**src/rtl/fetch_pkg.sv**
```systemverilog
// Shared types for the fetch -> decode boundary: per-lane payload, 3-lane group and
// skid-buffer state encoding.
package fetch_pkg;

  localparam int unsigned PKG_DATA_WIDTH  = 32;
  localparam int unsigned PKG_ENTRIES     = 32;
  localparam int unsigned PKG_INDEX_WIDTH = $clog2(PKG_ENTRIES);
  localparam int unsigned GHIST_W         = PKG_INDEX_WIDTH + 3;
  localparam int unsigned PKG_RAS_PTR_W   = 3;
  localparam int unsigned LANES           = 3;

  typedef struct packed {
    logic [PKG_DATA_WIDTH-1:0] instruction;
    logic [PKG_DATA_WIDTH-1:0] pc;
    logic [PKG_DATA_WIDTH-1:0] imm;
    logic                      branch_pred;
    logic [PKG_DATA_WIDTH-1:0] pc_at_pred;
    logic [GHIST_W-1:0]        ghist;
  } fetch_lane_t;

  typedef struct packed {
    fetch_lane_t [LANES-1:0]  lane;
    logic [LANES-1:0]         valid;
    logic [PKG_RAS_PTR_W-1:0] ras_tos;
  } fetch_group_t;

  typedef enum logic [1:0] {
    StEmpty = 2'd0,
    StOne   = 2'd1,
    StTwo   = 2'd2
  } skid_state_e;

  // Load a new group over an entry; payload of lanes the new group leaves invalid is kept.
  function automatic fetch_group_t load_group(fetch_group_t cur, fetch_group_t nxt);
    fetch_group_t g;
    g = cur;
    for (int i = 0; i < LANES; i++) begin
      if (nxt.valid[i]) g.lane[i] = nxt.lane[i];
    end
    g.valid   = nxt.valid;
    g.ras_tos = nxt.ras_tos;
    return g;
  endfunction

endpackage

```
**src/rtl/sat_counter.sv**
```systemverilog
// Saturating up-counter with enable; sticks at all-ones.
module sat_counter #(
  parameter int unsigned Width = 32
) (
  input  logic             clk,
  input  logic             reset,
  input  logic             en_i,
  output logic [Width-1:0] count_o
);

  localparam logic [Width-1:0] One = 1;

  logic [Width-1:0] count_q;

  always_ff @(posedge clk or posedge reset) begin
    if (reset) begin
      count_q <= '0;
    end else if (en_i && (count_q != '1)) begin
      count_q <= count_q + One;
    end
  end

  assign count_o = count_q;

endmodule

```
**src/rtl/fetch_decode_skid_reg.sv**
```systemverilog
// Registered 3-lane group boundary between the fetch buffer and decode. A main + skid
// entry pair keeps full throughput while upstream ready is driven purely from state.
module fetch_decode_skid_reg
  import fetch_pkg::*;
#(
  parameter int unsigned DATA_WIDTH  = 32,
  parameter int unsigned ENTRIES     = 32,
  parameter int unsigned INDEX_WIDTH = $clog2(ENTRIES),
  parameter int unsigned RAS_PTR_W   = 3,
  parameter int unsigned CNT_W       = 32
) (
  input  logic                   clk,
  input  logic                   reset,
  input  logic                   flush_i,
  input  logic [2:0]             in_valid_i,
  output logic [2:0]             in_ready_o,
  input  logic [DATA_WIDTH-1:0]  in_instruction_i_0,
  input  logic [DATA_WIDTH-1:0]  in_instruction_i_1,
  input  logic [DATA_WIDTH-1:0]  in_instruction_i_2,
  input  logic [DATA_WIDTH-1:0]  in_pc_i_0,
  input  logic [DATA_WIDTH-1:0]  in_pc_i_1,
  input  logic [DATA_WIDTH-1:0]  in_pc_i_2,
  input  logic [DATA_WIDTH-1:0]  in_imm_i_0,
  input  logic [DATA_WIDTH-1:0]  in_imm_i_1,
  input  logic [DATA_WIDTH-1:0]  in_imm_i_2,
  input  logic                   in_branch_pred_i_0,
  input  logic                   in_branch_pred_i_1,
  input  logic                   in_branch_pred_i_2,
  input  logic [DATA_WIDTH-1:0]  in_pc_at_pred_i_0,
  input  logic [DATA_WIDTH-1:0]  in_pc_at_pred_i_1,
  input  logic [DATA_WIDTH-1:0]  in_pc_at_pred_i_2,
  input  logic [INDEX_WIDTH+2:0] in_ghist_i_0,
  input  logic [INDEX_WIDTH+2:0] in_ghist_i_1,
  input  logic [INDEX_WIDTH+2:0] in_ghist_i_2,
  input  logic [RAS_PTR_W-1:0]   in_ras_tos_i,
  output logic [2:0]             out_valid_o,
  input  logic                   out_ready_i,
  output logic [DATA_WIDTH-1:0]  out_instruction_o_0,
  output logic [DATA_WIDTH-1:0]  out_instruction_o_1,
  output logic [DATA_WIDTH-1:0]  out_instruction_o_2,
  output logic [DATA_WIDTH-1:0]  out_pc_o_0,
  output logic [DATA_WIDTH-1:0]  out_pc_o_1,
  output logic [DATA_WIDTH-1:0]  out_pc_o_2,
  output logic [DATA_WIDTH-1:0]  out_imm_o_0,
  output logic [DATA_WIDTH-1:0]  out_imm_o_1,
  output logic [DATA_WIDTH-1:0]  out_imm_o_2,
  output logic                   out_branch_pred_o_0,
  output logic                   out_branch_pred_o_1,
  output logic                   out_branch_pred_o_2,
  output logic [DATA_WIDTH-1:0]  out_pc_at_pred_o_0,
  output logic [DATA_WIDTH-1:0]  out_pc_at_pred_o_1,
  output logic [DATA_WIDTH-1:0]  out_pc_at_pred_o_2,
  output logic [INDEX_WIDTH+2:0] out_ghist_o_0,
  output logic [INDEX_WIDTH+2:0] out_ghist_o_1,
  output logic [INDEX_WIDTH+2:0] out_ghist_o_2,
  output logic [RAS_PTR_W-1:0]   out_ras_tos_o,
  output logic [CNT_W-1:0]       stall_cycles_o,
  output logic [1:0]             occupancy_o
);

  // Storage types come from the package, so the widths must agree with it.
  if (DATA_WIDTH != PKG_DATA_WIDTH || INDEX_WIDTH + 3 != GHIST_W ||
      RAS_PTR_W != PKG_RAS_PTR_W) begin : gen_width_check
    $error("fetch_decode_skid_reg parameters disagree with fetch_pkg widths");
  end

  skid_state_e  state_q, state_d;
  fetch_group_t main_q, main_d;
  fetch_group_t skid_q, skid_d;
  fetch_group_t in_group;
  logic         in_ready, in_fire, out_fire;

  always_comb begin
    in_group.valid   = in_valid_i;
    in_group.ras_tos = in_ras_tos_i;
    in_group.lane[0] = '{in_instruction_i_0, in_pc_i_0, in_imm_i_0, in_branch_pred_i_0,
                         in_pc_at_pred_i_0, in_ghist_i_0};
    in_group.lane[1] = '{in_instruction_i_1, in_pc_i_1, in_imm_i_1, in_branch_pred_i_1,
                         in_pc_at_pred_i_1, in_ghist_i_1};
    in_group.lane[2] = '{in_instruction_i_2, in_pc_i_2, in_imm_i_2, in_branch_pred_i_2,
                         in_pc_at_pred_i_2, in_ghist_i_2};
  end

  assign in_ready = (state_q != StTwo);
  assign in_fire  = (|in_valid_i) && in_ready;
  assign out_fire = (|main_q.valid) && out_ready_i;

  always_comb begin
    state_d = state_q;
    main_d  = main_q;
    skid_d  = skid_q;
    if (flush_i) begin
      // Payload is left in place; only the valid masks are dropped.
      state_d      = StEmpty;
      main_d.valid = '0;
      skid_d.valid = '0;
    end else begin
      unique case (state_q)
        StEmpty: begin
          if (in_fire) begin
            main_d  = load_group(main_q, in_group);
            state_d = StOne;
          end
        end
        StOne: begin
          if (in_fire && out_fire) begin
            main_d = load_group(main_q, in_group);
          end else if (in_fire) begin
            skid_d  = load_group(skid_q, in_group);
            state_d = StTwo;
          end else if (out_fire) begin
            main_d.valid = '0;
            state_d      = StEmpty;
          end
        end
        StTwo: begin
          if (out_fire) begin
            main_d       = load_group(main_q, skid_q);
            skid_d.valid = '0;
            state_d      = StOne;
          end
        end
        default: state_d = StEmpty;
      endcase
    end
  end

  always_ff @(posedge clk or posedge reset) begin
    if (reset) begin
      state_q <= StEmpty;
      main_q  <= '0;
      skid_q  <= '0;
    end else begin
      state_q <= state_d;
      main_q  <= main_d;
      skid_q  <= skid_d;
    end
  end

  sat_counter #(
    .Width (CNT_W)
  ) u_stall_cnt (
    .clk     (clk),
    .reset   (reset),
    .en_i    ((|main_q.valid) && !out_ready_i),
    .count_o (stall_cycles_o)
  );

  assign in_ready_o  = {3{in_ready}};
  assign occupancy_o = state_q;
  assign out_valid_o = main_q.valid;

  assign out_instruction_o_0 = main_q.lane[0].instruction;
  assign out_instruction_o_1 = main_q.lane[1].instruction;
  assign out_instruction_o_2 = main_q.lane[2].instruction;
  assign out_pc_o_0          = main_q.lane[0].pc;
  assign out_pc_o_1          = main_q.lane[1].pc;
  assign out_pc_o_2          = main_q.lane[2].pc;
  assign out_imm_o_0         = main_q.lane[0].imm;
  assign out_imm_o_1         = main_q.lane[1].imm;
  assign out_imm_o_2         = main_q.lane[2].imm;
  assign out_branch_pred_o_0 = main_q.lane[0].branch_pred;
  assign out_branch_pred_o_1 = main_q.lane[1].branch_pred;
  assign out_branch_pred_o_2 = main_q.lane[2].branch_pred;
  assign out_pc_at_pred_o_0  = main_q.lane[0].pc_at_pred;
  assign out_pc_at_pred_o_1  = main_q.lane[1].pc_at_pred;
  assign out_pc_at_pred_o_2  = main_q.lane[2].pc_at_pred;
  assign out_ghist_o_0       = main_q.lane[0].ghist;
  assign out_ghist_o_1       = main_q.lane[1].ghist;
  assign out_ghist_o_2       = main_q.lane[2].ghist;
  assign out_ras_tos_o       = main_q.ras_tos;

  // Lane masks must be contiguous from lane 0.
  in_valid_contiguous: assert property (@(posedge clk) disable iff (reset)
    in_valid_i inside {3'b000, 3'b001, 3'b011, 3'b111});

endmodule
```
**config.mk**
```make
export PLATFORM = sky130hd
export DESIGN_NAME = fetch_decode_skid_reg
export DESIGN_NICKNAME = d
export VERILOG_FILES = /design/src/rtl/fetch_pkg.sv /design/src/rtl/sat_counter.sv /design/src/rtl/fetch_decode_skid_reg.sv
export SDC_FILE = /design/constraint.sdc
export NUM_CORES = 2
export LEC_CHECK = 0
export CAP_MARGIN = 15
export CORE_AREA = 2 2 338 340
export CTS_BUF_LIST = sky130_fd_sc_hd__clkbuf_2 sky130_fd_sc_hd__clkbuf_4 sky130_fd_sc_hd__clkbuf_8
export CTS_CLUSTER_DIAMETER = 200
export CTS_CLUSTER_SIZE = 14
export DETAILED_ROUTE_END_ITERATION = 6
export DIE_AREA = 0 0 340 342
export HOLD_SLACK_MARGIN = 0.1
export SLEW_MARGIN = 20
export SYNTH_ARGS = -nofsm -noshare
export SYNTH_HDL_FRONTEND = slang
export SYNTH_SLANG_ARGS = --single-unit
```
**constraint.sdc**
```tcl
create_clock -name clk -period 34.6 [get_ports clk]
set_input_delay 5.19 -clock clk [delete_from_list [all_inputs] [get_ports clk]]
set_output_delay 5.19 -clock clk [all_outputs]
set_load 0.05 [all_outputs]
```
== Word level (Yosys, flattened, before mapping) ==
Cells that the tools add are included.

* Memories kept: 0
* ROM bits: 0
* Input port bits: 421
* Bits in latches: 0
* Word-level logic and storage cells: 111
* Output and inout port bits: 454
* Register bits: 868
* Bits in writable memories: 0

* Shifts and indexed selects: 0
* $lt $le $gt $ge: 0
* $add $sub $neg: 1
* Equality and inequality tests: 17
* Multipliers: 0
* Muxes and demuxes: 26
* Reduce and logical (&&, ||, !) cells: 23
* Bitwise gates (word level): 2
* Div/mod/pow operators: 0

{| class="wikitable"
|+ Operators by type and width
! kind !! count
|-
| 417-bit case mux with 3 select lines || 1
|-
| 417-bit 2-to-1 mux || 2
|-
| 137-bit 2-to-1 mux || 6
|-
| 411-bit 2-to-1 mux || 1
|-
| 32-bit by 1-bit adder with 32-bit output, second input constant || 1
|-
| 32-bit != test, second input constant || 1
|-
| 5-bit AND reduction || 5
|-
| 3-bit 2-to-1 mux || 6
|-
| 6-bit AND reduction || 3
|-
| 2-bit != test, second input constant || 7
|-
| 2-bit 2-to-1 mux || 6
|-
| 6-bit 2-to-1 mux || 2
|-
| 3-bit != test, second input constant || 4
|-
| 4-bit != test, second input constant || 3
|-
| 4-bit AND reduction || 3
|-
| 2-bit case mux with 3 select lines || 1
|-
| 3-bit case mux with 2 select lines || 1
|-
| 3-bit nonzero test || 2
|-
| 3-bit OR reduction || 2
|-
| 1-bit logical AND || 5
|-
| 4-bit nonzero test || 1
|-
| 2-bit by 1-bit equality test with 1-bit output, second input constant || 1
|-
| 2-bit equality test, second input constant || 1
|-
| 2-bit logical NOT || 1
|-
| other kinds (2) || 3
|}

== Depth between registers and ports, before layout ==
* Depth after elaboration: 7
* Depth in mapped cells: 10
* Depth with buffers taken out: 7

== Hierarchy ==
A second synthesis with hierarchy kept.

* Cells, all modules: 2537
* Area, all modules: 35616.7 um^2

{| class="wikitable"
|+ By module, submodules not included
! module !! cells an instance !! area an instance (um^2) !! sequential area each (um^2) !! instances
|-
| fetch_decode_skid_reg || 2386 || 33968.8 || 20920.1 || 1
|-
| sat_counter || 151 || 1647.8 || 800.8 || 1
|}

== Least setup slack after synthesis ==
OpenSTA, ideal clock, no wires.

* Kind: input -> register
* From: input port in_valid_i[0]
* To: register skid_q[146] (netlist name)
* Arrival: 6671 ps
* Cell stages on the path: 8
* Data required time: 34475 ps
* Slack: 27804 ps
* Setup time: 125 ps
* Buffers on the path: 3
* Path through: or3_1 > buf_2 > nand2_2 > nor3_4 > nand2_1 > buf_2 > buf_6 > mux2_2

* Cells in the longest elaborated chain, start to end: 5

{| class="wikitable"
|+ RTL lines
! element !! line !! RTL
|-
| start, declared || fetch_decode_skid_reg.sv:15 || <nowiki>input logic [2:0] in_valid_i,</nowiki>
|-
| 3-bit OR reduction (*) || fetch_decode_skid_reg.sv:85 || <nowiki>assign in_fire = (|in_valid_i) && in_ready;</nowiki>
|-
| 1-bit logical AND (*) || fetch_decode_skid_reg.sv:85 ||
|-
| 1-bit logical AND || fetch_decode_skid_reg.sv:106 || <nowiki>if (in_fire && out_fire) begin</nowiki>
|-
| 1-bit NOT (no source line) || n/a ||
|-
| 5-bit AND reduction (no source line) (*) || n/a ||
|-
| end signal, assigned || fetch_decode_skid_reg.sv:136 || <nowiki>skid_q <= skid_d;</nowiki>
|-
| end, declared || fetch_decode_skid_reg.sv:69 || <nowiki>fetch_group_t skid_q, skid_d;</nowiki>
|}

Mark *: on every way between the ends. The rest lies on a longest branch, timed or not.
A chain may end at the register's enable or synchronous reset.

==> key figures <==
Pwr
  – P_sw: 1.925 mW
  – Switching share of power: 44.22%
  – Combinational fraction of design power: 49.2%
  – Internal power: 2.428 mW
  – PD cells: 93.81 mW/mm^2
  – Clock power frac: 12.3%
  – Sequential share of power: 38.6%
  – Maximum VDD drop: 0.05593 mV
  – Leak Pwr: 18.58 nW

Clock network
  – Clock latency on the worst-skew pair: 0.73 ns
  – Clk sink count: 868
  – Worst-path clk slew: 0.09 ns
  – Post-CTS sizing: 0
  – Hold buffers post-CTS: 0
  – Depth of the CTS H-tree: 3
  – CTS tree: done
  – Total CTS buffers: 71
  – Setup Fix Bufs, Post-CTS: 0
  – Clock Path Buffers: 3
  – CTS root buf: clkbuf_8

Detailed routing
  – Initial DRC Count: 1587
  – Antenna-violating nets left: 0
  – Post-route DRC: 0
  – DRT Wirelength: 112700 um
  – Vias per cell: 5.237
  – Avg WL per Cell: 23.49 um
  – Drt pass-1 iters: 5
  – Vias: 25.13k

Die
  – Core area: 0.1131 sq mm
  – DIE HEIGHT: 342 um
  – Die area: 0.1163 sq mm
  – Initial core utilization: 31.54%
  – Row count: 124
  – Die extent in x: 340 um
  – I/O pins: 875

Synth
  – Register area share after synthesis: 60.90%
  – Count of cell types in the netlist: 49
  – Yosys reg bits: 868
  – Synth top area share: 60.90%
  – Synth area leaders: dfrtp_1 (61%), mux2_2 (13%), o2bb2ai_1 (10%)
  – Mean Syn Cell Area: 14.15 sq um
  – Synthesized cell area: 0.03567 sq mm
  – Ys async rst share: 100.0%
  – Syn_nets: 2946
  – Post-Synthesis Cells: 2520
  – EDFF count, synth: 0
  – Synthesis Warnings: 0
  – Main synth FF type: dfrtp_1
  – Cell taking the most area after synthesis: dfrtp_1

Worst setup path
  – Critical Path RT: 35.28 ns
  – Reg2reg path depth: 8
  – WP data arrival: 9.81 ns
  – Worst r2r dst: out_instruction_o_2[23]$_DFFE_PP0P_
  – Setup crit start kind: input port
  – Worst r2r src: occupancy_o[0]$_DFFE_PP0P_
  – Flop-to-flop setup slack: 30.07 ns
  – Crit path capture type: asynchronous set/reset pin
  – CP Class: in2async
  – Worst Path Max Fanout: 166

Finish
  – Final Net Count: 3691
  – Most flops, register: skid_q
  – Layout area overhead: 30.11%
  – Largest register FFs: 417
  – Fill cells: 10.67k
  – Area occupied by registers: 0.02172 sq mm
  – Area of the multi-input gates: 0.01263 sq mm
  – Final instance area: 0.04641 sq mm
  – Share of layout cells above drive strength 1: 16.51%

GRT
  – Vias in the first global route: 25.57k
  – First-pass GRT wire length: 168800 um
  – Overflow after GRT: 0
  – Largest net degree at the start of global routing: 168
  – Total track usage: 18.69%
  – Number of antenna violations at the first check in global routing: 20

Hold path
  – HP Start: out_pc_at_pred_o_1[31]$_DFFE_PP0P_
  – WHS Path Cells: 1
  – Hold Path Class: reg2reg
  – Hold EP: out_pc_at_pred_o_1[31]$_DFFE_PP0P_

Timing
  – Final Setup Violations: 0
  – Tmin final: 9.125 ns
  – Fin. Hold Viols: 0
  – Fin crit share: 26.37%
  – Slew headroom: 26.50%
  – RSZ-0062 raised after global routing: false
  – Setup slack after layout: 25.47 ns
  – Fmax: 109.6 MHz
  – Slew at the pin with the worst max-slew slack: 1.103 ns
  – Setup TNS: 0 ns
  – Final hold slack: 0.4915 ns
  – Clock Skew: 0.03648 ns
  – Final Max Slew Viols: 0

Placement
  – Placed inst area: 0.04531 sq mm
  – GP Congestion: 0.8116
  – DP Worst Slack: 24.37 ns
  – Post-DP HPWL: 73280 um
  – PortBufs: 874

Run
  – Total of max-cap violations: 0

Status
  – Status: complete, no violations
Yosys cell counts (2+ instances only):
cell	n
or3_1	2
mux2_1	11
mux2_2	407
a22o_1	3
inv_1	8
nor2b_1	2
a31oi_1	2
nand2_1	25
ha_1	5
and4_1	3
a211oi_1	3
o2bb2ai_1	411
buf_2	76
o211ai_2	3
xnor2_1	26
and2_1	3
nand4_1	12
buf_4	35
dfrtp_1	868
buf_6	34
o31ai_1	2
nor3_1	9
a22oi_1	414
nand3_1	16
and3_1	7
clkbuf_1	90
a21o_1	2
xor2_1	5
nor2_1	16
final cells by class:
| class | instances | area share [%] |
|---|---|---|
| clock inverters | 5 | 0.1024 |
| clock buffers | 73 | 2.165 |
| diodes | 16 | 0.08627 |
| flip-flops and latches | 868 | 46.80 |
| inverters | 9 | 0.08897 |
| repair buffers | 907 | 19.47 |
| well taps | 1512 | 4.076 |
| multi-input cells | 1408 | 27.21 |
cells in the final DEF (no fill, tap or decap), drive strengths merged, types with 5 or more instances in the layout:
master / Yosys / layout
ha: 5 / 5
xor2: 5 / 5
nand4: 12 / 12
xnor2: 26 / 26
dfrtp: 868 / 868
o2bb2ai: 411 / 411
a22oi: 414 / 414
nor2: 16 / 16
and3: 7 / 7
clkbuf: 90 / 73
diode: 0 / 16
nand3: 17 / 17
buf: 145 / 33
nand2: 26 / 26
inv: 8 / 12
nor3: 10 / 10
clkdlybuf4s50: 0 / 874
mux2: 418 / 418
worst max-delay path, cell delays in order:
cell	delay, ns
clkdlybuf4s50_1	0.49
inv_8	0.62
buf_4	0.86
buf_4	0.82
buf_4	0.77
buf_12	0.61
cell families (layout without fill, tap and decap cells):
group / Yosys count / count (layout) / share of synthesized area [%]
flops: 868 / 868 / 60.90
mux: 419 / 419 / 13.22
compound gates: 848 / 848 / 19.45
xor+xnor: 31 / 31 / 0.7612
fa+ha+maj: 5 / 5 / 0.1754
simple gates: 105 / 105 / 1.575
other cells: 0 / 16 / 0
buf+inv: 244 / 994 / 3.918
worst max-delay path by stage:
stage / startpoint / end / slack (ns) / cells past startpoint
6_report: reset / skid_q[289]$_DFFE_PP0P_ / 25.47 / 6
5_1_grt: reset / skid_q[285]$_DFFE_PP0P_ / 24.88 / 6
4_1_cts: reset / skid_q[329]$_DFFE_PP0P_ / 25.24 / 6
3_5_place_dp: reset / skid_q[329]$_DFFE_PP0P_ / 24.37 / 6
3_3_place_gp: reset / skid_q[329]$_DFFE_PP0P_ / 24.36 / 6
2_1_floorplan: reset / occupancy_o[0]$_DFFE_PP0P_ / 5.02 / 1
power by group through the flow:
| stage | sequential, mW | clock [mW] | combinational, mW |
|---|---|---|---|
| 2_1_floorplan | 2.32 | 0 | 0.800 |
| 3_3_place_gp | 1.68 | 0 | 2.14 |
| 3_5_place_dp | 1.69 | 0 | 2.16 |
| 4_1_cts | 1.68 | 0.561 | 2.16 |
| 5_1_grt | 1.73 | 0.595 | 2.25 |
| 6_report | 1.68 | 0.535 | 2.14 |
per-stage QoR:
| stage | instances | power [mW] | utilization (%) |
|---|---|---|---|
| finish | 4798 | 4.354 | 41.03 |
| global placement | 4704 | 3.820 | 40.06 |
| global route | 4798 | 4.578 | 41.03 |
| detailed placement | 4704 | 3.850 | 40.06 |
| CTS | 4782 | 4.397 | 41.00 |
| floorplan | 2520 | 3.124 | - |
per-layer routing:
layer	share of wire (%)	global-route usage, %
met4	3.1	6.674
met1	41	23.94
met2	49	30.40
met3	6.4	5.004
met5	0.057	0
Power figures use the tool's default switching activity.
